===== src/rtl/booth_mult_sched_if.sv =====
// Request/response bundle for the shared Booth multiplier.
interface booth_mult_sched_if #(
  parameter int unsigned WIDTH = 4,
  parameter int unsigned NREQ  = 2
);
  localparam int unsigned ID_W = (NREQ > 1) ? $clog2(NREQ) : 1;

  logic [NREQ-1:0]       req_valid;
  logic [NREQ-1:0]       req_ready;
  logic [NREQ*WIDTH-1:0] req_a;
  logic [NREQ*WIDTH-1:0] req_b;
  logic                  rsp_valid;
  logic                  rsp_ready;
  logic [2*WIDTH-1:0]    rsp_product;
  logic [ID_W-1:0]       rsp_id;
  logic                  busy;

  // Requester / result-consumer side
  modport master (
    output req_valid, req_a, req_b, rsp_ready,
    input  req_ready, rsp_valid, rsp_product, rsp_id, busy
  );

  // Multiplier side
  modport slave (
    input  req_valid, req_a, req_b, rsp_ready,
    output req_ready, rsp_valid, rsp_product, rsp_id, busy
  );
endinterface


===== src/rtl/booth_mult_sched.sv =====
// Radix-2 Booth multiplier time-shared between NREQ requesters through a
// round-robin arbiter; one Booth step per cycle, result on a tagged
// valid/ready channel.
module booth_mult_sched #(
  parameter int unsigned WIDTH = 4,
  parameter int unsigned NREQ  = 2
) (
  input  logic              clk,
  input  logic              rst_n,
  booth_mult_sched_if.slave bus
);
  localparam int unsigned ID_W   = (NREQ > 1) ? $clog2(NREQ) : 1;
  localparam int unsigned P_W    = 2 * WIDTH;
  localparam int unsigned STEP_W = (WIDTH > 1) ? $clog2(WIDTH) : 1;

  typedef enum logic [1:0] {
    IDLE = 2'd0,
    RUN  = 2'd1,
    DONE = 2'd2
  } state_t;

  state_t              state, state_d;
  logic [P_W-1:0]      a_sh, a_d;
  logic [WIDTH-1:0]    b_sh, b_d;
  logic                b_prev, bp_d;
  logic [P_W-1:0]      acc, acc_d, acc_n;
  logic [STEP_W-1:0]   step, step_d;
  logic [ID_W-1:0]     id_q, id_d;
  logic [ID_W-1:0]     last_grant, lg_d;
  logic                rsp_valid_q, rv_d;
  logic [P_W-1:0]      rsp_product_q, rp_d;
  logic [ID_W-1:0]     rsp_id_q, ri_d;
  logic                busy_q, busy_d;

  logic [ID_W-1:0]     grant;
  logic                grant_hit;
  int unsigned         idx;

  logic [WIDTH-1:0]    a_arr [NREQ];
  logic [WIDTH-1:0]    b_arr [NREQ];

  // Unpack the flat operand buses per requester
  for (genvar k = 0; k < NREQ; k++) begin : g_unpack
    assign a_arr[k] = bus.req_a[k*WIDTH +: WIDTH];
    assign b_arr[k] = bus.req_b[k*WIDTH +: WIDTH];
  end

  // Round-robin pick: first valid requester after the last one served
  always_comb begin
    grant     = '0;
    grant_hit = 1'b0;
    idx       = 0;
    for (int unsigned off = 1; off <= NREQ; off++) begin
      idx = (32'(last_grant) + off) % NREQ;
      if (!grant_hit && bus.req_valid[ID_W'(idx)]) begin
        grant_hit = 1'b1;
        grant     = ID_W'(idx);
      end
    end
  end

  // Next-state, datapath and handshake decode
  always_comb begin
    state_d       = state;
    a_d           = a_sh;
    b_d           = b_sh;
    bp_d          = b_prev;
    acc_d         = acc;
    acc_n         = acc;
    step_d        = step;
    id_d          = id_q;
    lg_d          = last_grant;
    rv_d          = rsp_valid_q;
    rp_d          = rsp_product_q;
    ri_d          = rsp_id_q;
    bus.req_ready = '0;

    unique case (state)
      IDLE: begin
        if (grant_hit) begin
          bus.req_ready[grant] = 1'b1;
          if (bus.req_valid[grant]) begin
            a_d     = {{WIDTH{a_arr[grant][WIDTH-1]}}, a_arr[grant]};
            b_d     = b_arr[grant];
            bp_d    = 1'b0;
            acc_d   = '0;
            step_d  = '0;
            id_d    = grant;
            lg_d    = grant;
            state_d = RUN;
          end
        end
      end
      RUN: begin
        // a_sh already carries the shift by i; b_sh[0] is b[i], b_prev is b[i-1]
        unique case ({b_sh[0], b_prev})
          2'b01:   acc_n = acc + a_sh;
          2'b10:   acc_n = acc - a_sh;
          default: acc_n = acc;
        endcase
        acc_d  = acc_n;
        a_d    = a_sh << 1;
        b_d    = b_sh >> 1;
        bp_d   = b_sh[0];
        step_d = step + STEP_W'(1);
        if (step == STEP_W'(WIDTH - 1)) begin
          rp_d    = acc_n;
          ri_d    = id_q;
          rv_d    = 1'b1;
          state_d = DONE;
        end
      end
      DONE: begin
        if (bus.rsp_ready) begin
          rv_d    = 1'b0;
          state_d = IDLE;
        end
      end
      default: state_d = IDLE;
    endcase

    busy_d = (state_d != IDLE);
  end

  // State and datapath registers, synchronous active-low reset
  always_ff @(posedge clk) begin
    if (!rst_n) begin
      state         <= IDLE;
      a_sh          <= '0;
      b_sh          <= '0;
      b_prev        <= 1'b0;
      acc           <= '0;
      step          <= '0;
      id_q          <= '0;
      last_grant    <= ID_W'(NREQ - 1);
      rsp_valid_q   <= 1'b0;
      rsp_product_q <= '0;
      rsp_id_q      <= '0;
      busy_q        <= 1'b0;
    end else begin
      state         <= state_d;
      a_sh          <= a_d;
      b_sh          <= b_d;
      b_prev        <= bp_d;
      acc           <= acc_d;
      step          <= step_d;
      id_q          <= id_d;
      last_grant    <= lg_d;
      rsp_valid_q   <= rv_d;
      rsp_product_q <= rp_d;
      rsp_id_q      <= ri_d;
      busy_q        <= busy_d;
    end
  end

  assign bus.rsp_valid   = rsp_valid_q;
  assign bus.rsp_product = rsp_product_q;
  assign bus.rsp_id      = rsp_id_q;
  assign bus.busy        = busy_q;

endmodule


===== src/flat_wrapper.sv =====
// flat-port wrapper written by rule: the top's interface ports become plain ports
module booth_mult_sched_flat 
#(
  parameter int unsigned WIDTH = 4,
  parameter int unsigned NREQ  = 2
)
  (clk, rst_n, bus_req_valid, bus_req_a, bus_req_b, bus_rsp_ready, bus_req_ready, bus_rsp_valid, bus_rsp_product, bus_rsp_id, bus_busy);
  booth_mult_sched_if #(.WIDTH(WIDTH), .NREQ(NREQ)) bus_i ();
  input  logic clk;
  input  logic rst_n;
  input wire logic [$bits(bus_i.req_valid)-1:0] bus_req_valid;
  input wire logic [$bits(bus_i.req_a)-1:0] bus_req_a;
  input wire logic [$bits(bus_i.req_b)-1:0] bus_req_b;
  input wire logic [$bits(bus_i.rsp_ready)-1:0] bus_rsp_ready;
  output wire logic [$bits(bus_i.req_ready)-1:0] bus_req_ready;
  output wire logic [$bits(bus_i.rsp_valid)-1:0] bus_rsp_valid;
  output wire logic [$bits(bus_i.rsp_product)-1:0] bus_rsp_product;
  output wire logic [$bits(bus_i.rsp_id)-1:0] bus_rsp_id;
  output wire logic [$bits(bus_i.busy)-1:0] bus_busy;
  assign bus_i.req_valid = bus_req_valid;
  assign bus_i.req_a = bus_req_a;
  assign bus_i.req_b = bus_req_b;
  assign bus_i.rsp_ready = bus_rsp_ready;
  assign bus_req_ready = bus_i.req_ready;
  assign bus_rsp_valid = bus_i.rsp_valid;
  assign bus_rsp_product = bus_i.rsp_product;
  assign bus_rsp_id = bus_i.rsp_id;
  assign bus_busy = bus_i.busy;
  booth_mult_sched #(.WIDTH(WIDTH), .NREQ(NREQ)) u_core (.clk(clk), .rst_n(rst_n), .bus(bus_i));
endmodule

===== config.mk =====
export PLATFORM = sky130hd
export DESIGN_NAME = booth_mult_sched_flat
export DESIGN_NICKNAME = d
export VERILOG_FILES = /design/src/rtl/booth_mult_sched_if.sv /design/src/rtl/booth_mult_sched.sv /design/src/flat_wrapper.sv
export SDC_FILE = /design/constraint.sdc
export NUM_CORES = 1
export LEC_CHECK = 0
export ABC_CLOCK_PERIOD_IN_PS = 3000
export BUFFER_PORTS_ARGS = -buffer_cell sky130_fd_sc_hd__buf_4
export CAP_MARGIN = 20
export CORE_ASPECT_RATIO = 0.9
export CORE_MARGIN = 2
export CORE_UTILIZATION = 56
export DETAILED_ROUTE_END_ITERATION = 8
export HOLD_SLACK_MARGIN = 0.15
export MAX_ROUTING_LAYER = met4
export PLACE_DENSITY = 0.79
export REMOVE_ABC_BUFFERS = 1
export SLEW_MARGIN = 30
export SYNTH_ARGS = -nofsm -noshare
export SYNTH_HDL_FRONTEND = slang
export SYNTH_SLANG_ARGS = --single-unit

===== constraint.sdc =====
create_clock -name clk -period 3 [get_ports clk]
set_input_delay 0.3 -clock clk [delete_from_list [all_inputs] [get_ports clk]]
set_output_delay 0.3 -clock clk [all_outputs]
set_load 0.05 [all_outputs]

Word-level counts from Yosys, hierarchy flattened
Index checks and enable logic that the tools add are counted.

word-level totals
  register bits = 38
  bits of input ports = 21
  output and inout port bits = 13
  logic and storage cells = 87

operators by class
  add/subtract/negate cells = 5
  magnitude comparators = 5
  equal/unequal tests = 9
  mux-type cells = 44
  bitwise gates (word level) = 1
  reductions and logical operators = 11

operators with widths
  kind                                                                          number
  8-bit case mux with 2 select lines                                            3
  4-bit two-way mux                                                             8
  8-bit two-way mux                                                             4
  2-bit two-way mux                                                             8
  1-bit two-way mux                                                             15
  3-bit AND reduction                                                           3
  8-bit adder                                                                   1
  4-bit case mux with 2 select lines                                            1
  8-bit subtractor                                                              1
  2-bit equality test, second input constant                                    3
  1-bit by 2-bit less-than comparator with 1-bit output, second input constant  3
  2-bit by 1-bit inequality test with 1-bit output, second input constant       3
  2-bit case mux with 3 select lines                                            1
  2-bit nonzero test                                                            3
  2-bit by 1-bit equality test with 1-bit output, second input constant         2
  1-bit case mux with 2 select lines                                            2
  2-bit case mux with 2 select lines                                            1
  1-bit adder, second input constant                                            2
  2-bit by 1-bit adder with 2-bit output, second input constant                 1
  2-bit >= comparator, second input constant                                    1
  1-bit logical AND                                                             2
  2-bit zero test                                                               1
  2-bit inequality test, second input constant                                  1
  1-bit NOT with 2-bit output                                                   1
  4 further kinds                                                               4

Depth between registers and ports, before layout
  word-level depth = 14
  mapped depth = 10

Least setup slack after synthesis
OpenSTA, ideal clock, no wires.

  path type = reg2reg
  from = register u_core.a_sh[0]
  to = register u_core.acc[6]
  library setup time = 96 ps
  arrival = 2155 ps
  data required time = 2904 ps
  setup slack = 749 ps
  stages on the path, launching flop included = 11
  path buffers = 0
  clock period less this slack = 2251 ps
  cells stage by stage = dfxtp_1 -> inv_1 -> ha_1 -> nor2_1 -> xnor2_1 -> ha_1 -> nor2b_1 -> o31a_1 -> o21a_1 -> o21a_1 -> o41ai_2

on the way
  longest elaborated chain between the ends = 3
  elaborated cells between the ends (all ways) = 4
  those cells by class = 2 x add/sub; 2 x mux

RTL lines
  element                                                 RTL line                                        text
  start, declared                                         booth_mult_sched.sv:23                          logic [P_W-1:0] a_sh, a_d;
  start signal, assigned                                  booth_mult_sched.sv:129                         a_sh <= '0;
  start signal, assigned                                  booth_mult_sched.sv:142                         a_sh <= a_d;
  8-bit subtractor / 8-bit adder (equally long branches)  booth_mult_sched.sv:98, booth_mult_sched.sv:97
  8-bit case mux with 2 select lines *                    booth_mult_sched.sv:96                          unique case ({b_sh[0], b_prev})
  8-bit case mux with 2 select lines *                    booth_mult_sched.sv:78                          unique case (state)
  end signal, assigned                                    booth_mult_sched.sv:132                         acc <= '0;
  end signal, assigned                                    booth_mult_sched.sv:145                         acc <= acc_d;
  end, declared                                           booth_mult_sched.sv:26                          logic [P_W-1:0] acc, acc_d, acc_n;

Mark *: on every way between the ends. The rest lies on a longest branch, timed or not.
A chain may end at the register's enable or synchronous reset.

Final worst setup path
Same ends and word-level chain as after synthesis.

==> key figures <==
Route
  – Post-Route WL: 4.56 mm
  – Drt pass-1 iters: 4
  – Vias per std cell: 5.70
  – Via count: 1,938
  – 1st-iter DRT viols: roughly 120
  – Final ANT Viol Nets: 0
  – DRC: 0
  – WL per Instance: ~13 microns

Yosys
  – Synth Area in XOR/XNOR: 3.64%
  – Post-synthesis simple-gate area fraction: between 20% and 30%
  – Post-Syn Instances: 267
  – Commonest cells post-synth: 38 x dfxtp_1, 25 x nor2_1, 24 x o21ai_0
  – Compound-gate portion of the synthesized area: a little under a quarter
  – Mapped Area: 2170 sq um
  – Post-synth EDFFs: 0
  – Yosys top cell by area: dfxtp_1
  – Seq/Total Area, Yosys: 35.1%
  – Largest family of logic cells by synthesized area: compound AO/OA/AOI/OAI gates
  – Most common cell in the netlist: dfxtp_1
  – Number of synthesized register bits: 38
  – Post-synthesis adder-cell area fraction: about 6.7%
  – Mux contribution to synthesized area: 5.14%
  – Synth cell types: 46
  – Asr flop ratio synth: 0%
  – Synthesized area per cell: a little over 8 sq um
  – Top_reg_cell synth: dfxtp_1
  – Largest cells by area after synthesis: dfxtp_1 35%, ha_1 5.8%, o21ai_0 5.5%, a21oi_1 4.6%, mux2i_1 4.6%
  – Yosys warnings: 0
  – Top cell type's share of synthesized area: a little over a third

STA
  – RSZ-0062 raised after global routing: no
  – Setup TNS: 0 ns
  – Final min period: 2.46 ns
  – # setup viols final: 0
  – Slew Limit Fails: 0
  – Slew margin rel.: 62.2%
  – Worst Skew: 0.00302 ns
  – Max Clock Freq: 0.407 GHz
  – Worst-margin pin slew: around 0.56 ns
  – Hold Fails Final Rpt: 0
  – Period utilization: approximately 82%

Critical path
  – Crit Path Category: reg -> reg
  – CP arrival: roughly 2.7 ns
  – Worst setup SP type: register
  – Crit path required time: roughly 3.2 ns
  – CP Max Fanout: 5
  – CP Capture Type: register
  – FF-to-FF setup slack: 0.54 ns

Power and ir drop
  – Flop pwr share: 42.1%
  – P_sw: between 0.0003 and 0.0004 W
  – Pwr/cell area: ~520 nW/um^2
  – Combinational share of power: approximately 25%
  – Internal: between 0.0009 and 0.001 W
  – Switching share of total power: 29.8%
  – Leak pwr: 1.03 nW
  – Max VDD drop: between 0.0002 and 0.0003 V
  – Clk network pwr share: 32.7%

CTS
  – CTS hold repair buffers: 0
  – CTS sink cnt: 38
  – Post_cts resized: 0
  – CTS Buffer Depth: 2
  – Clock buffer count from CTS: 5
  – CTS clk-pin slew, worst paths: 0.07 ns
  – Clk_lat worst skew: 0.30 ns
  – CTS tree: built
  – Post-CTS Setup Inserts: 0
  – Clk root buf: clkbuf_8
  – H-tree levels: 2

Place
  – HPWL after DPL: 3.20 mm
  – Final GP Congestion: 0.872
  – Placed insts: 332
  – Port bufs: 33

Outcome
  – Outcome: complete, no violations

GRT
  – Largest net degree at the start of global routing: 36
  – Vias in the first global route: 1,751
  – First-pass GRT wire length: 7.69 mm
  – Global-route usage over all layers: between 20% and 30%
  – Antenna violations before repair: 0
  – Grt ovf: 0

Final layout
  – # nets final: 325
  – Ant diodes: 0
  – Share of layout cells above drive strength 1: 15.3%
  – Synth-to-layout area growth: 16.4%
  – Non-Filler Instances: 340

Hold path
  – Worst hold-check path type: in -> reg

Die
  – FP Rows: 21
  – I/O Pins: 34
  – Initial Utilization: about three fifths
  – Placeable core area: roughly 3700 sq um
  – Die Ht: 63.0 microns
  – Die area: 4390 sq um
  – Chip width: 69.6 microns

Flow run
  – Max Cap Viol: 0
[layout make-up]
| type | count | area (sq um) |
|---|---|---|
| inverter | 10 | 37.5 |
| clock buffer | 7 | 76.3 |
| clock inverter | 1 | 30.0 |
| tap | 46 | 57.6 |
| fill | 328 | 1180 |
| multi-input combinational | 203 | 1300 |
| sequential | 38 | 761 |
| timing repair buffer | 35 | 263 |
[worst paths after layout]
kind | start | end | depth (start not counted)
max reg2reg | u_core.a_sh[0]$_SDFFE_PN0P_ | u_core.acc[6]$_SDFFE_PN0P_ | 10
min | bus_rsp_ready | u_core.bus.rsp_valid$_SDFFE_PN0P_ | 4
min reg2reg | u_core.bus.rsp_id$_SDFFE_PN0P_ | u_core.bus.rsp_id$_SDFFE_PN0P_ | 2
max | u_core.a_sh[0]$_SDFFE_PN0P_ | u_core.acc[6]$_SDFFE_PN0P_ | 10
[layout by cell type (no fill, tap or decap), types with 5 or more instances in the layout]
| cell type | count |
|---|---|
| dfxtp_1 | 38 |
| nor2b_1 | 9 |
| nand2_1 | 23 |
| inv_1 | 10 |
| buf_4 | 35 |
| a21oi_1 | 20 |
| ha_1 | 10 |
| a211oi_1 | 5 |
| clkbuf_8 | 5 |
| o21a_1 | 5 |
| mux2i_1 | 10 |
| a21boi_0 | 6 |
| nor2_1 | 25 |
| nand3_1 | 5 |
| xnor2_1 | 6 |
| and2_1 | 7 |
| a22oi_1 | 5 |
| o21ai_0 | 24 |
| nor3_1 | 6 |
[flip-flops by register name, summed over array words and instances (netlist names)]
register / cells
u_core.acc: 8
u_core.step: 2
u_core.last_grant: 1
u_core.state: 2
u_core.a_sh: 8
u_core.bus.rsp_id: 1
u_core.b_prev: 1
u_core.bus.busy: 1
u_core.bus.rsp_valid: 1
u_core.b_sh: 4
u_core.bus.rsp_product: 8
u_core.id_q: 1
[layer usage]
metal  wire length, microns  track usage [%]
met1                   2130             26.7
met2                   2080             37.0
met3                    264             4.68
met4                     85             11.8
met5                      0                -
[critical path: stages (launching register included)]
cell and delay [ns]:
dfxtp_1 0.40, inv_1 0.10, ha_1 0.23, nor2_1 0.12, xnor2_1 0.13, ha_1 0.29, nor2b_1 0.17, o31a_1 0.27
o21a_1 0.22, o21a_1 0.19, o41ai_2 0.25
[logic make-up after synthesis]
group | Yosys count
compound gates | 80
buf+inv | 26
xor+xnor | 9
simple gates | 92
flops | 38
mux | 11
fa+ha+maj | 11
[power groups by stage]
| stage | clock network [W] | logic [W] | registers, W |
|---|---|---|---|
| floorplan | 0 | 0.000238 | 0.000563 |
| global placement | 0 | 0.000320 | 0.000563 |
| detailed placement | 0 | 0.000325 | 0.000564 |
| CTS | 0.000435 | 0.000329 | 0.000553 |
| global route | 0.000458 | 0.000368 | 0.000557 |
| finish | 0.000430 | 0.000331 | 0.000554 |
[per-stage QoR]
stage	power, W	area (sq um)	setup slack, ns	hold WS, ns	util [%]
6_report	0.00131	2520	0.542	0.287	68.1
4_1_cts	0.00132	2520	0.549	0.287	68.1
2_1_floorplan	0.000801	2100	0.749	0.372	-
3_5_place_dp	0.000890	2420	0.587	0.463	65.2
3_3_place_gp	0.000884	2420	0.655	0.451	65.2
5_1_grt	0.00138	2520	0.340	0.328	68.1
(Power assumes the default switching activity.)
